**src/rtl/ic_skolem_pkg.sv**
```systemverilog
// Purpose : shared types and helpers for the shift-equality Skolem engine.
// Latency : n/a (types and a pure function only).
// Backpr. : n/a.
// Contents: ic_mode_e (shift direction), ic_state_e (engine FSM states),
//           sat_cnt() which saturates a shift amount to the operand width.
package ic_skolem_pkg;

  typedef enum logic {
    IC_LSHR = 1'b0,
    IC_SHL  = 1'b1
  } ic_mode_e;

  typedef enum logic [1:0] {
    IDLE  = 2'd0,
    SHIFT = 2'd1,
    DONE  = 2'd2
  } ic_state_e;

  // Widest operand sat_cnt can saturate; callers zero-extend s to this width.
  localparam int unsigned SAT_MAX_W = 64;

  // min(s, width). All bits of s take part in the compare, so a huge shift
  // amount with small low bits still saturates to width.
  function automatic int unsigned sat_cnt(input logic [SAT_MAX_W-1:0] s,
                                          input int unsigned          width);
    if (s >= SAT_MAX_W'(width)) begin
      return width;
    end
    return int'(s[31:0]);
  endfunction

endpackage

```
**src/rtl/ic_shift_step.sv**
```systemverilog
// Purpose : one single-bit shift step of the witness register, opposite to the
//           queried shift direction, reporting the bit pushed out.
// Latency : combinational. Backpressure: none (pure function of inputs).
// Ports   : w (current value), mode (query direction) -> w_next, lost_bit.
module ic_shift_step
  import ic_skolem_pkg::*;
#(
  parameter int unsigned W = 8
) (
  input  logic [W-1:0] w,
  input  ic_mode_e     mode,
  output logic [W-1:0] w_next,
  output logic         lost_bit
);

  // An LSHR query needs x = t << s, so the witness moves left and any set bit
  // leaving the top breaks the condition; SHL is the mirror image.
  always_comb begin
    w_next   = w;
    lost_bit = 1'b0;
    if (mode == IC_LSHR) begin
      w_next   = w << 1;
      lost_bit = w[W-1];
    end else begin
      w_next   = w >> 1;
      lost_bit = w[0];
    end
  end

endmodule

```
**src/rtl/ic_eq_shift_skolem_seq.sv**
```systemverilog
// Purpose : iterative Skolem-witness engine deciding whether x >> s == t
//           (mode 0) or x << s == t (mode 1) is solvable, emitting witness x.
// Latency : min(s,W)+1 cycles from accept to out_valid; one request in flight.
// Backpr. : result held in DONE until out_ready; in_ready low until released.
// Ports   : clk, rst (async, active high); in_valid/in_ready + mode, s, t on
//           the request side; out_valid/out_ready + ic, x on the result side.
// Note    : W must lie in 2..64 (saturation compare is done at 64 bits).
module ic_eq_shift_skolem_seq
  import ic_skolem_pkg::*;
#(
  parameter int unsigned W  = 8,
  parameter int unsigned CW = $clog2(W + 1)
) (
  input  logic         clk,
  input  logic         rst,
  input  logic         in_valid,
  output logic         in_ready,
  input  logic         mode,
  input  logic [W-1:0] s,
  input  logic [W-1:0] t,
  output logic         out_valid,
  input  logic         out_ready,
  output logic         ic,
  output logic [W-1:0] x
);

  ic_state_e      r_state;
  ic_state_e      w_state_nxt;
  ic_mode_e       r_mode;
  logic [W-1:0]   r_w;
  logic           r_lost;
  logic [CW-1:0]  r_cnt;
  logic           r_ic;
  logic [W-1:0]   r_x;

  logic [CW-1:0]  w_cnt_init;
  logic           w_accept;
  logic           w_last_step;
  logic [W-1:0]   w_w_next;
  logic           w_lost_bit;
  logic           w_lost_acc;

  assign w_cnt_init  = CW'(sat_cnt(64'(s), W));
  assign w_accept    = (r_state == IDLE) && in_valid;
  assign w_last_step = (r_state == SHIFT) && (r_cnt == CW'(1));
  assign w_lost_acc  = r_lost | w_lost_bit;

  assign in_ready  = (r_state == IDLE);
  assign out_valid = (r_state == DONE);
  assign ic        = r_ic;
  assign x         = r_x;

  ic_shift_step #(
    .W (W)
  ) u_step (
    .w        (r_w),
    .mode     (r_mode),
    .w_next   (w_w_next),
    .lost_bit (w_lost_bit)
  );

  always_ff @(posedge clk or posedge rst) begin
    if (rst) begin
      r_state <= IDLE;
    end else begin
      r_state <= w_state_nxt;
    end
  end

  always_comb begin
    w_state_nxt = r_state;
    case (r_state)
      IDLE: begin
        if (in_valid) begin
          w_state_nxt = (w_cnt_init == '0) ? DONE : SHIFT;
        end
      end
      SHIFT: begin
        if (r_cnt == CW'(1)) begin
          w_state_nxt = DONE;
        end
      end
      DONE: begin
        if (out_ready) begin
          w_state_nxt = IDLE;
        end
      end
      default: w_state_nxt = IDLE;
    endcase
  end

  // ic/x are written only when a result is produced, so they keep the last
  // result between requests. A zero shift resolves at accept: no bit can be
  // lost and the witness is t itself.
  always_ff @(posedge clk or posedge rst) begin
    if (rst) begin
      r_mode <= IC_LSHR;
      r_w    <= '0;
      r_lost <= 1'b0;
      r_cnt  <= '0;
      r_ic   <= 1'b0;
      r_x    <= '0;
    end else if (w_accept) begin
      r_mode <= ic_mode_e'(mode);
      r_w    <= t;
      r_lost <= 1'b0;
      r_cnt  <= w_cnt_init;
      if (w_cnt_init == '0) begin
        r_ic <= 1'b1;
        r_x  <= t;
      end
    end else if (r_state == SHIFT) begin
      r_w    <= w_w_next;
      r_lost <= w_lost_acc;
      r_cnt  <= r_cnt - CW'(1);
      if (w_last_step) begin
        r_ic <= ~w_lost_acc;
        r_x  <= w_w_next;
      end
    end
  end

endmodule

```
**config.mk**
```make
export PLATFORM = sky130hd
export DESIGN_NAME = ic_eq_shift_skolem_seq
export DESIGN_NICKNAME = d
export VERILOG_FILES = /design/src/rtl/ic_skolem_pkg.sv /design/src/rtl/ic_shift_step.sv /design/src/rtl/ic_eq_shift_skolem_seq.sv
export SDC_FILE = /design/constraint.sdc
export NUM_CORES = 1
export LEC_CHECK = 0
export BUFFER_PORTS_ARGS = -buffer_cell sky130_fd_sc_hd__buf_2
export CAP_MARGIN = 20
export CORE_UTILIZATION = 46
export CTS_CLUSTER_DIAMETER = 150
export DETAILED_ROUTE_END_ITERATION = 10
export GPL_TIMING_DRIVEN = 0
export PLACE_DENSITY_LB_ADDON = 0.05
export SLEW_MARGIN = 20
export SYNTH_ARGS = -nofsm -noshare
export SYNTH_HDL_FRONTEND = slang
export SYNTH_HIERARCHICAL = 1
export SYNTH_SLANG_ARGS = --single-unit
```
**constraint.sdc**
```tcl
create_clock -name clk -period 1.7 [get_ports clk]
set_input_delay 0.085 -clock clk [delete_from_list [all_inputs] [get_ports clk]]
set_output_delay 0.085 -clock clk [all_outputs]
set_load 0.02 [all_outputs]
```
==> run metrics <==
Hold Violations, Final 0; final wirelength 2.87 mm; shortest clock period the worst path allows after layout 1.62 ns; clock-pin transition on the worst setup and hold timing paths 0.13 ns; commonest register cell after synthesis sky130_fd_sc_hd__dfrtp_1; Gate power share 0.534; count of cells along the worst register-to-register path 7; clock network latency to the later pin of the worst-skew pair 0.31 ns; initial core utilization 0.490; fin area 1740 um2; HPWL after DPL 2.04 mm; WP data arrival 1.85 ns; cell row count 19; global-route layer with the greatest usage met2; relative contribution of the clock network to total power 0.092; number of distinct library cells after synthesis 36; vias in the first global route 1079; Net count, final 192; count of antenna-violating nets left after detailed routing 0; fraction of final layout cells with drive strength greater than 1 0.446; Min-Delay Path Class in2reg; post-route setup TNS 0 ns; Sw Ratio 0.396; H-Tree Level Count 1; antenna diode instance count 0; share of the cycle needed by the critical path after routing 0.951; maximum number of pins on one net before global-route repair 26; die area 3180 um2; Cell Area, Placed 1560 um2; met1 Resource Use GR 0.257; via count 1054; cell types occupying the most area after synthesis sky130_fd_sc_hd__dfrtp_1, sky130_fd_sc_hd__mux2_4, sky130_fd_sc_hd__mux2i_1; total CTS buffers 3; maximum root-to-sink buffer count 2; Vert. Die Dim 56.4 um; transition time at the pin with the least slew margin 0.543 ns; number of sinks handled by clock tree synthesis 25; final-layout worst hold slack 0.0458 ns; final count of pins violating max slew 0; sum of overflow across all layers after global routing 0; number of synthesized flops with an enable pin 0; Setup-failing EPs final 0; clock tree skew after final layout 0.00703 ns; global-route wire length before repair 4.87 mm; global placement routability congestion 0.789; first-pass iteration count of the detailed router 3; Port Buf Inserts 31; met3 routing resource usage after global routing 0.0300; Sw Pwr 1.14 mW; fraction of synthesized cell area taken by the top area cell type 0.459; TritonCTS clock tree yes; Synthesis Warnings 6; cell count of the worst hold path 3; area inside the core boundary 2780 um2; top cell type by total area after synthesis sky130_fd_sc_hd__dfrtp_1; Async SR Flop Fraction 1.00; number of top-level design ports 32; remaining design rule violation count 0; type of destination of the critical path flip-flop; power density of the placed cells 1660 nW/um2; netlist area before placement 1360 um2; Worst setup SP type flip-flop; flops & latches, synth 25; initial antenna violation count 0; Syn Inst Count 122; gr usage total 0.198; Post-Synthesis Net Count 145; leakage power 0.890 nW; final core utilization 0.625; Worst Path Required 1.94 ns; die width 56.4 um; average instance area after synthesis 11.2 um2; Max Freq 0.618 GHz; MaxCap Viol Count 0; most numerous cell types in the synthesized netlist sky130_fd_sc_hd__dfrtp_1, sky130_fd_sc_hd__mux2i_1, sky130_fd_sc_hd__inv_1; share of the yosys chip area belonging to registers 0.459; maximum fanout along the worst path 5; headroom to the max-slew limit 0.635; power share of the sequential group 0.374; post-DR vias/cell 5.30; met2 capacity usage during global routing 0.339; Max VDD drop 1.19 mV; area delta synth->final 27.6%; critical path start-end classification reg2reg; number of DRC markers in iteration 0 22; count leader, synth sky130_fd_sc_hd__dfrtp_1; result of the run finished, final reports clean; routed wirelength normalized by instance count 14.4 um; total internal power 1.74 mW; clock root buffer sky130_fd_sc_hd__clkbuf_4
[what timing repair did]
item / in CTS / in global routing
hold buffers: 3 / 0
pin swaps: 0 / 4
buffers inserted: 3 / 4
setup endpoints to repair: 16 / 18
hold endpoints to repair: 14 / 0
gates resized for setup: 2 / 14
[final cells by class]
type | count | area (um2)
Buffer | 5 | 37.5
Clock buffer | 4 | 26.3
Fill cell | 252 | 1040
Inverter | 10 | 37.5
Multi-Input combinational cell | 82 | 708
Sequential cell | 25 | 626
Tap cell | 31 | 38.8
Timing Repair Buffer | 42 | 265
[critical path, stage by stage, from the launching register on]
cell	delay (ns)
sky130_fd_sc_hd__dfrtp_1	0.38
sky130_fd_sc_hd__inv_2	0.06
sky130_fd_sc_hd__ha_2	0.17
sky130_fd_sc_hd__nor3b_4	0.15
sky130_fd_sc_hd__and3_4	0.17
sky130_fd_sc_hd__a31oi_4	0.26
sky130_fd_sc_hd__buf_12	0.16
sky130_fd_sc_hd__mux2i_1	0.19
[path summary, 6_finish.rpt]
check | end | slack (ns) | startpoint
max in group asynchronous | r_cnt[2] | 1.06 | rst
min reg2reg | x[4] | 0.52 | x[4]
max | x[3] | 0.08 | r_cnt[1]
min in group asynchronous | r_w[3] | 0.23 | rst
min | r_cnt[2] | 0.05 | s[2]
max reg2reg | x[3] | 0.08 | r_cnt[1]
[cell usage in the layout (no fill, tap or decap), types with 2 or more instances in the layout]
cell type	netlist	final
sky130_fd_sc_hd__a21oi_1	5	5
sky130_fd_sc_hd__a311oi_1	2	2
sky130_fd_sc_hd__buf_2	2	32
sky130_fd_sc_hd__buf_4	0	6
sky130_fd_sc_hd__buf_6	1	2
sky130_fd_sc_hd__clkbuf_2	0	2
sky130_fd_sc_hd__clkbuf_4	0	3
sky130_fd_sc_hd__dfrtp_1	25	25
sky130_fd_sc_hd__dlygate4sd3_1	0	3
sky130_fd_sc_hd__inv_1	10	9
sky130_fd_sc_hd__mux2_2	5	5
sky130_fd_sc_hd__mux2_4	9	9
sky130_fd_sc_hd__mux2i_1	12	12
sky130_fd_sc_hd__nand2_1	8	8
sky130_fd_sc_hd__nor2_1	9	9
sky130_fd_sc_hd__nor2b_1	2	2
sky130_fd_sc_hd__o21ai_0	6	5
sky130_fd_sc_hd__o21ai_1	1	2
sky130_fd_sc_hd__o22ai_1	2	2
[metrics by stage]
stage / total power [mW] / setup WS (ns) / std cells
6_report: 2.88 / 0.0830 / 199
5_1_grt: 3.13 / -0.000327 / 199
4_1_cts: 2.81 / 0.000230 / 194
3_5_place_dp: 2.50 / -0.155 / 184
3_3_place_gp: 2.45 / -0.138 / 184
2_1_floorplan: 2.14 / 0.0178 / 122
[per-layer routing]
layer	share of wire	vias up
met1	0.45	512
met3	0.024	2
li1	-	521
met2	0.52	19
met5	0	-
met4	0.0059	0
[power by group through the flow]
stage	Combinational, mW	Clock, mW	Sequential [mW]
2_1_floorplan	0.985	0	1.16
3_3_place_gp	1.39	0	1.05
3_5_place_dp	1.43	0	1.07
4_1_cts	1.47	0.280	1.06
5_1_grt	1.71	0.305	1.11
6_report	1.54	0.264	1.08
[flip-flops by register name, indices dropped and copies added, names as in the netlist]
name     cells
ic           1
r_cnt        4
r_lost       1
r_mode       1
r_state      2
r_w          8
x            8
[logic make-up after synthesis]
group                    synth area share
AO/OA/AOI/OAI                       0.117
adder cells (fa/ha/maj)            0.0184
buffers and inverters              0.0487
flip-flops                          0.459
multiplexers                        0.229
AND/OR/NAND/NOR                     0.129
Note: power is estimated with default switching activity, not from simulation.
